### src/rtl/fifo_arb_pkg.sv
`default_nettype none
// ============================================================================
// Module   : fifo_arb_pkg
// Purpose  : Shared definitions for the FIFO read/write-side arbiters:
//            FSM state encoding, a constant-width clog2 helper and the
//            default configuration constants.
// Ports    : (package, no ports)
// Revision : 1.0 - initial release
// ============================================================================
package fifo_arb_pkg;

   localparam int NUM_REQ_DEF    = 4;
   localparam int DATA_WIDTH_DEF = 8;
   localparam int BURST_LEN_DEF  = 4;

   typedef enum logic [0:0] {
      IDLE  = 1'b0,
      BURST = 1'b1
   } arb_state_t;

   // Ceiling log2, evaluated at elaboration time for width calculations.
   function automatic int clog2(input int value);
      int w;
      w = 0;
      for (int i = 0; i < 31; i++) begin
         if ((1 << i) < value) begin
            w = i + 1;
         end
      end
      return w;
   endfunction

endpackage
`default_nettype wire

### src/rtl/rr_pick.sv
`default_nettype none
// ============================================================================
// Module   : rr_pick
// Purpose  : Combinational round-robin selector. Returns the first set
//            request bit found searching upward from i_prio, wrapping
//            modulo NUM_REQ.
// Ports    : i_req   - request vector
//            i_prio  - index with highest priority this round
//            o_idx   - winning index (0 when nothing requested)
//            o_found - at least one request bit set
// Revision : 1.0 - initial release
// ============================================================================
module rr_pick
   import fifo_arb_pkg::*;
#(
   parameter int NUM_REQ = NUM_REQ_DEF,
   parameter int IDX_W   = clog2(NUM_REQ)
)(
   input  logic [NUM_REQ-1:0] i_req,
   input  logic [IDX_W-1:0]   i_prio,
   output logic [IDX_W-1:0]   o_idx,
   output logic               o_found
);

   logic [IDX_W-1:0] w_j;

   // Walk offsets from farthest to nearest so the nearest hit is the last
   // assignment and therefore wins.
   always_comb begin
      o_idx   = '0;
      o_found = 1'b0;
      w_j     = '0;
      for (int i = NUM_REQ - 1; i >= 0; i--) begin
         w_j = IDX_W'((int'(i_prio) + i) % NUM_REQ);
         if (i_req[w_j]) begin
            o_idx   = w_j;
            o_found = 1'b1;
         end
      end
   end

endmodule
`default_nettype wire

### src/rtl/fifo_rd_arbiter.sv
`default_nettype none
// ============================================================================
// Module   : fifo_rd_arbiter
// Purpose  : Shares one async-FIFO read port among NUM_REQ consumers.
//            Consumers are granted round-robin in bursts of up to BURST_LEN
//            words; each popped word is returned registered, tagged one-hot
//            with its owner.
// Ports    : r_clk    - read-domain clock
//            r_rst    - asynchronous active-low reset
//            req      - per-consumer level read request
//            rempty   - FIFO empty flag
//            rdata    - FIFO data at current read address (combinational)
//            rinc     - FIFO pop strobe
//            gnt      - registered one-hot grant, zero when idle
//            rd_data  - registered popped word
//            rd_valid - one-hot owner of rd_data, zero when no word
//            busy     - a grant is currently held
// Revision : 1.0 - initial release
// ============================================================================
module fifo_rd_arbiter
   import fifo_arb_pkg::*;
#(
   parameter int NUM_REQ    = NUM_REQ_DEF,
   parameter int DATA_WIDTH = DATA_WIDTH_DEF,
   parameter int BURST_LEN  = BURST_LEN_DEF
)(
   input  logic                  r_clk,
   input  logic                  r_rst,
   input  logic [NUM_REQ-1:0]    req,
   input  logic                  rempty,
   input  logic [DATA_WIDTH-1:0] rdata,
   output logic                  rinc,
   output logic [NUM_REQ-1:0]    gnt,
   output logic [DATA_WIDTH-1:0] rd_data,
   output logic [NUM_REQ-1:0]    rd_valid,
   output logic                  busy
);

   localparam int c_IDX_W = clog2(NUM_REQ);
   localparam int c_CNT_W = clog2(BURST_LEN) + 1;
   localparam logic [c_CNT_W-1:0] c_LAST_CNT = c_CNT_W'(BURST_LEN - 1);
   localparam logic [c_IDX_W-1:0] c_LAST_IDX = c_IDX_W'(NUM_REQ - 1);

   arb_state_t              r_state;
   arb_state_t              w_state_nxt;
   logic [NUM_REQ-1:0]      r_gnt;
   logic [c_IDX_W-1:0]      r_gidx;
   logic [c_IDX_W-1:0]      r_prio;
   logic [c_CNT_W-1:0]      r_cnt;
   logic [DATA_WIDTH-1:0]   r_rd_data;
   logic [NUM_REQ-1:0]      r_rd_valid;

   logic [c_IDX_W-1:0]      w_win_idx;
   logic                    w_win_found;
   logic [NUM_REQ-1:0]      w_win_oh;
   logic                    w_rinc;
   logic                    w_last;
   logic                    w_exit;
   logic [c_IDX_W-1:0]      w_prio_nxt;

   rr_pick #(
      .NUM_REQ (NUM_REQ),
      .IDX_W   (c_IDX_W)
   ) u_rr_pick (
      .i_req   (req),
      .i_prio  (r_prio),
      .o_idx   (w_win_idx),
      .o_found (w_win_found)
   );

   assign w_win_oh   = {{(NUM_REQ-1){1'b0}}, 1'b1} << w_win_idx;
   assign w_prio_nxt = (r_gidx == c_LAST_IDX) ? '0 : r_gidx + 1'b1;

   always_comb begin
      w_state_nxt = r_state;
      w_rinc      = 1'b0;
      w_last      = 1'b0;
      w_exit      = 1'b0;
      case (r_state)
         IDLE: begin
            if (w_win_found && !rempty) begin
               w_state_nxt = BURST;
            end
         end
         BURST: begin
            // Empty gating is done here even if the FIFO controller also
            // blocks pops on empty.
            w_rinc = req[r_gidx] & ~rempty;
            w_last = w_rinc && (r_cnt == c_LAST_CNT);
            w_exit = w_last || !req[r_gidx] || rempty;
            if (w_exit) begin
               w_state_nxt = IDLE;
            end
         end
         default: w_state_nxt = IDLE;
      endcase
   end

   always_ff @(posedge r_clk or negedge r_rst) begin
      if (!r_rst) begin
         r_state    <= IDLE;
         r_gnt      <= '0;
         r_gidx     <= '0;
         r_prio     <= '0;
         r_cnt      <= '0;
         r_rd_data  <= '0;
         r_rd_valid <= '0;
      end else begin
         r_state    <= w_state_nxt;
         r_rd_valid <= w_rinc ? r_gnt : '0;
         if (w_rinc) begin
            r_rd_data <= rdata;
            r_cnt     <= r_cnt + 1'b1;
         end
         if (r_state == IDLE) begin
            if (w_win_found && !rempty) begin
               r_gnt  <= w_win_oh;
               r_gidx <= w_win_idx;
               r_cnt  <= '0;
            end
         end else if (w_exit) begin
            r_gnt  <= '0;
            r_prio <= w_prio_nxt;
         end
      end
   end

   assign rinc     = w_rinc;
   assign gnt      = r_gnt;
   assign rd_data  = r_rd_data;
   assign rd_valid = r_rd_valid;
   assign busy     = (r_state == BURST);

endmodule
`default_nettype wire

### config.mk
export PLATFORM = sky130hd
export DESIGN_NAME = fifo_rd_arbiter
export DESIGN_NICKNAME = d
export VERILOG_FILES = /design/src/rtl/fifo_arb_pkg.sv /design/src/rtl/rr_pick.sv /design/src/rtl/fifo_rd_arbiter.sv
export SDC_FILE = /design/constraint.sdc
export NUM_CORES = 1
export LEC_CHECK = 0
export CAP_MARGIN = 10
export CORE_MARGIN = 2
export CORE_UTILIZATION = 40
export CTS_BUF_LIST = sky130_fd_sc_hd__clkbuf_4 sky130_fd_sc_hd__clkbuf_8 sky130_fd_sc_hd__clkbuf_16
export DETAILED_ROUTE_END_ITERATION = 7
export PLACE_DENSITY = 0.73
export SYNTH_ARGS = -nofsm -noshare
export SYNTH_HDL_FRONTEND = slang
export SYNTH_SLANG_ARGS = --single-unit
### constraint.sdc
create_clock -name r_clk -period 1.7 [get_ports r_clk]
set_input_delay 0.34 -clock r_clk [delete_from_list [all_inputs] [get_ports r_clk]]
set_output_delay 0.34 -clock r_clk [all_outputs]
set_load 0.005 [all_outputs]
**Word level (Yosys, flattened, before mapping)**

Index checks and enable logic that the tools add are counted.

- Memory bits (read-only): 0
- Input bits: 15
- Memory bits (writable): 0
- Bits in latches: 0
- Word-level logic and storage cells: 65
- Register bits after elaboration: 24
- Memories: 0
- Output and inout bits: 18

- Add/sub/neg operators: 5
- Shift-type cells: 1
- Equal/unequal tests: 3
- Div/mod/pow operators: 0
- Reductions and logical operators: 10
- Multiply operators: 0
- Magnitude comparators: 5
- Bitwise gates (word level): 3
- Mux-type cells: 31

Operators by type and width:

| kind | number |
|---|---|
| 4-bit two-way mux | 4 |
| 2-bit by 3-bit less-than comparator with 1-bit output, second input constant | 5 |
| 1-bit two-way mux | 13 |
| 1-bit binary-select mux with 2-bit select | 5 |
| 2-bit two-way mux | 5 |
| 3-bit two-way mux | 3 |
| 2-bit AND reduction | 3 |
| 2-bit by 1-bit adder with 2-bit output, second input constant | 2 |
| 2-bit adder, second input constant | 2 |
| 1-bit by 2-bit << shifter with 4-bit output, first input constant | 1 |
| 3-bit by 1-bit adder with 3-bit output, second input constant | 1 |
| 3-bit by 2-bit equality test with 1-bit output, second input constant | 1 |
| 2-bit equality test, second input constant | 1 |
| 1-bit logical AND | 2 |
| 1-bit logical NOT | 2 |
| 1-bit logical OR | 2 |
| 2-bit by 1-bit != test with 1-bit output, second input constant | 1 |
| 1-bit NOT | 2 |
| 1-bit one-hot mux with 2 select lines | 1 |
| 2-bit nonzero test | 1 |
| 1-bit AND | 1 |

**Depth between registers and ports, before layout**

Gate-level depths: netlist of the first run.

- Depth after elaboration: 10
- Depth in mapped cells: 6
- Depth with buffers taken out: 6

**Hierarchy**

From an unflattened synthesis of the first run, not the netlist that was laid out.

- Cells, all modules: 100
- Area, all modules: 1149.9 um^2

Modules (own cells, without submodules):

| module | area an instance (um^2) | times used | seq. area each (um^2) | cells an instance |
|---|---|---|---|---|
| fifo_rd_arbiter | 1072.3 | 1 | 600.6 | 87 |
| rr_pick | 77.6 | 1 | 0.0 | 13 |

**Worst setup path before layout of the first run**

OpenSTA, ideal clock, no wires.

- Path type: register -> output
- Start point: register r_gidx[1]
- End point: output port rinc
- Buffers on the path: 1
- Slack: 0.064 ns
- Data required time: 1.360 ns
- Arrival time: 1.296 ns
- Stages on the path, launching flop included: 5
- Cells stage by stage: dfrtp_1 -> mux4_2 -> nand3b_1 -> inv_1 -> buf_2

- Longest elaborated chain between the ends: 4

RTL lines:

| item | RTL line | source |
|---|---|---|
| start, declared | fifo_rd_arbiter.sv:47 | `logic [c_IDX_W-1:0] r_gidx;` |
| start signal, assigned | fifo_rd_arbiter.sv:118 | `r_gidx <= w_win_idx;` |
| 1-bit binary-select mux with 2-bit select | fifo_rd_arbiter.sv:88 | `w_rinc = req[r_gidx] & ~rempty;` |
| 1-bit two-way mux (not written as such) | fifo_rd_arbiter.sv:88 |  |
| 1-bit AND | fifo_rd_arbiter.sv:88 |  |
| 1-bit two-way mux | fifo_rd_arbiter.sv:79 | `case (r_state)` |
| end, declared | fifo_rd_arbiter.sv:32 | `output logic rinc,` |

No other way between the ends. The select of a mux whose other input is x is not followed.

**Final worst setup path of the first run**

- Start point: input port req[1]
- End point: register r_gnt[2], in the netlist gnt[2]

- Longest elaborated chain between the ends: 9
- Elaborated cells on any way between the ends: 31
- Classes of those cells: eq/ne: 1; shift: 1; mux: 21; bitwise: 1; reduce/logical: 7

RTL lines:

| item | RTL line | source |
|---|---|---|
| start, declared | fifo_rd_arbiter.sv:29 | `input logic [NUM_REQ-1:0] req,` |
| 1-bit binary-select mux with 2-bit select, on equally long branches | rr_pick.sv:35, fifo_rd_arbiter.sv:88, fifo_rd_arbiter.sv:90 |  |
| 1-bit two-way mux, on equally long branches | rr_pick.sv:35, fifo_rd_arbiter.sv:88, fifo_rd_arbiter.sv:90 |  |
| 2-bit two-way mux (tied with other cells) (4 in a row) | rr_pick.sv:35 | `if (i_req[w_j]) begin` |
| 1-bit by 2-bit << shifter with 4-bit output (tied with other cells) | fifo_rd_arbiter.sv:71 | `assign w_win_oh = {{(NUM_REQ-1){1'b0}}, 1'b1} << w_win_idx;` |
| 4-bit two-way mux (tied with other cells) | fifo_rd_arbiter.sv:116 | `if (w_win_found && !rempty) begin` |
| 4-bit two-way mux or 2-bit AND reduction (tied branches) | - |  |
| end signal, assigned | fifo_rd_arbiter.sv:117 | `r_gnt <= w_win_oh;` |
| end, declared | fifo_rd_arbiter.sv:46 | `logic [NUM_REQ-1:0] r_gnt;` |

Parallel ways exist; a longest one is shown, timed or not. The select of a mux whose other input is x is not followed.
A chain may end at the register's enable or synchronous reset.

==> results of run 1 <==
[worst max-delay path, stage by stage]
cell and delay, ns:
clkdlybuf4s50_1 0.42, mux4_2 0.50, buf_4 0.16, buf_6 0.11, a21bo_4 0.22, and2_4 0.16
a22o_1 0.22
[power groups by stage]
stage	clock network [uW]	logic (uW)	registers (uW)
floorplan	0	312	893
global placement	0	791	885
detailed placement	0	825	899
CTS	247	825	887
global route	277	985	917
finish	237	895	886
[cells in the final DEF (no fill, tap or decap), types with 2 or more instances in the layout]
master           synthesis  layout
buf_4                    0      17
dfrtp_1                 24      23
nand3_1                  3       3
inv_1                    7       7
ha_1                     3       3
clkdlybuf4s50_1          0      30
nor2_1                   5       5
o21a_1                   2       2
o21ai_0                  6       5
a22o_1                   2       2
clkbuf_4                 0       3
nor3_1                   2       2
and2_1                   3       3
nand2_1                 31      30
[worst min path at each step]
| stage | start | cells past startpoint | end | slack (ns) |
|---|---|---|---|---|
| CTS | r_rst | 2 | rd_valid[1] | 0.39 |
| global route | r_rst | 2 | rd_valid[0] | 0.38 |
| floorplan | r_rst | 0 | busy | 0.04 |
| finish | r_rst | 2 | rd_valid[0] | 0.38 |
| detailed placement | rd_data[3] | 2 | rd_data[3] | 0.47 |
| global placement | rd_data[1] | 2 | rd_data[1] | 0.46 |
[state kept, by name, indices dropped and copies added (netlist names)]
name and flops:
busy 1, gnt 4, r_cnt 3, r_gidx 2, r_prio 2, rd_data 8
rd_valid 4
[repair_timing]
| item | CTS | global route |
|---|---|---|
| endpoints found under the setup margin | 7 | 10 |
| resized for setup | 6 | 9 |
| pin swaps | 0 | 1 |
| buffers inserted | 0 | 2 |
| gates cloned | 0 | 0 |
[cells by family after synthesis]
group / share of synthesized area
muxes: 0.0319
adders and majority gates: 0.0355
DFF: 0.567
buffers and inverters: 0.0390
and+or+nand+nor: 0.202
AOI/OAI and AO/OA: 0.124
[area by class of cell]
class / instances / area (sq um)
Sequential cell: 24 / 602
Fill cell: 217 / 912
Multi-Input combinational cell: 73 / 447
Clock buffer: 3 / 22.5
Inverter: 7 / 26.3
Timing Repair Buffer: 50 / 453
Tap cell: 30 / 37.5
[layer usage]
layer,vias up,global-route usage
li1,466,-
met1,459,0.203
met2,24,0.291
met3,2,0.0351
met4,0,0.0453
met5,-,0
[metrics by stage]
step	cell area (sq um)	hold WS [ns]	worst slack [ns]	setup TNS, ns
6_report	1590	0.381	-0.219	-0.989
5_1_grt	1590	0.378	-0.282	-1.29
4_1_cts	1540	0.387	-0.217	-0.576
3_5_place_dp	1520	0.470	-0.542	-6.02
3_3_place_gp	1520	0.456	-0.521	-5.27
2_1_floorplan	1060	0.0444	0.0640	0
==> metrics, run 1 <==
status=complete, but fails checks; failing checks=negative setup slack; CP required=1.90 ns; critical path class=in -> reg; Ports=33; number of antenna violations at the first check in global routing=0; worst r2r src=r_gidx[1]; Die W=roughly 55 microns; via count=~950; cts-stage hold buffer count=0; Post-synth EDFFs=0; Unique masters post-synth=28; Critical Path Start=req[1]; dpl hpwl=between 1500 and 2000 microns; Clock Path Buffers=2; sequential power share=0.439; top cells by area, synth=dfrtp_1, nand2_1, ha_1; # DRC=0; Reg2Reg Setup Slack=-0.20 ns; Lkg Pwr=between 0.0007 and 0.0008 uW; crit start category=input port; Die Height=approximately 55 microns; vias per cell=5.09; Cell Int Power=around 1400 uW; R2R Path End=gnt[2]; worst-path maximum fanout=4; clock skew=~0.0039 ns; GRT overflow=0; PortBufs=32; post-synth top area share=0.567; WP data arrival=between 2 and 2.5 ns; met3 WL=~120 microns; CTS tree=yes; Finish-stage setup viols=6; Starting Density=0.423; cell taking the most area after synthesis=dfrtp_1; DR WL/cell=around 12 microns; Max Used Layer=met4; TritonCTS Sinks=24; relative slew slack=0.734; setup slack after layout=-0.219 ns; Placed Cells=approximately 180; Slew @ Worst Pin=about 0.40 ns; Gate power share=0.444; Synth Register Bits=24; worst min path class=in -> async; Routed WL=between 2000 and 2500 microns; Pwr per Cell Area=between 1000 and 1500 mW/mm^2; P&R area growth vs syn=50.0%; die area=a little over 0.003 sq mm; RSZ-0062 raised after global routing=yes; most numerous cell in the Yosys netlist=nand2_1; met1 WL=about 980 microns; commonest cells in the netlist=nand2_1, dfrtp_1, inv_1; fmax=between 500 and 600 MHz; total track usage=0.165; FFs w/ async S/R, synth=1.00; DRT Pass-1 Iters=4; sequential share of the synthesized area=0.567; Sw Share=0.311; Clk pwr share=0.117; area of the core=0.00250 sq mm; warnings from Yosys=0; wire length on met2=approximately 1200 microns; P_sw=approximately 630 uW; GP Congestion=~0.85; worst setup path endpoint=gnt[2]; final period utilization=1.13; Worst R2R Path Depth=6; largest net degree at the start of global routing=25; Mean Syn Cell Area=around 10 sq um; layout cell share with drive strength beyond 1=0.191; n_diodes=0; CTS H-tree depth=1; area of the mapped netlist=about 0.0011 sq mm; Slew Limit Fails=0; worst skew pair latency=roughly 0.30 ns; max-cap violations=0; Final Hold Fails=0; Overall Power=2020 uW; global-route wire length before repair=about 4200 microns; DRT iter0 DRCs=7; clk slew on worst S/H paths=0.12 ns; post-layout util=0.635; CP Capture Type=flip-flop; number of global-route vias before repair=roughly 950; Post-Layout Cell Count=~190; Row Count=18; antenna-violating nets left=0; Syn Inst Count=between 100 and 150; Clk Tree Root Cell=clkbuf_4; clock period minus worst slack=about 1.9 ns; # nets final=between 150 and 200; Mapped Nets=~130; peak supply drop=between 0.8 and 0.9 mV; TritonCTS Buffers=3; Synth Flop Type=dfrtp_1
(Power assumes the default switching activity.)
==> run 2: changes to the inputs <==
--- a/config.mk
+++ b/config.mk
@@ -5,11 +5,12 @@
 export SDC_FILE = /design/constraint.sdc
 export NUM_CORES = 1
 export LEC_CHECK = 0
-export CAP_MARGIN = 10
+export CAP_MARGIN = 5
 export CORE_MARGIN = 2
 export CORE_UTILIZATION = 40
 export CTS_BUF_LIST = sky130_fd_sc_hd__clkbuf_4 sky130_fd_sc_hd__clkbuf_8 sky130_fd_sc_hd__clkbuf_16
 export DETAILED_ROUTE_END_ITERATION = 7
+export HOLD_SLACK_MARGIN = 0.15
 export PLACE_DENSITY = 0.73
 export SYNTH_ARGS = -nofsm -noshare
 export SYNTH_HDL_FRONTEND = slang
==> results of run 2 <==
No change in the layout: final DEF, timing and power equal those of run 1.
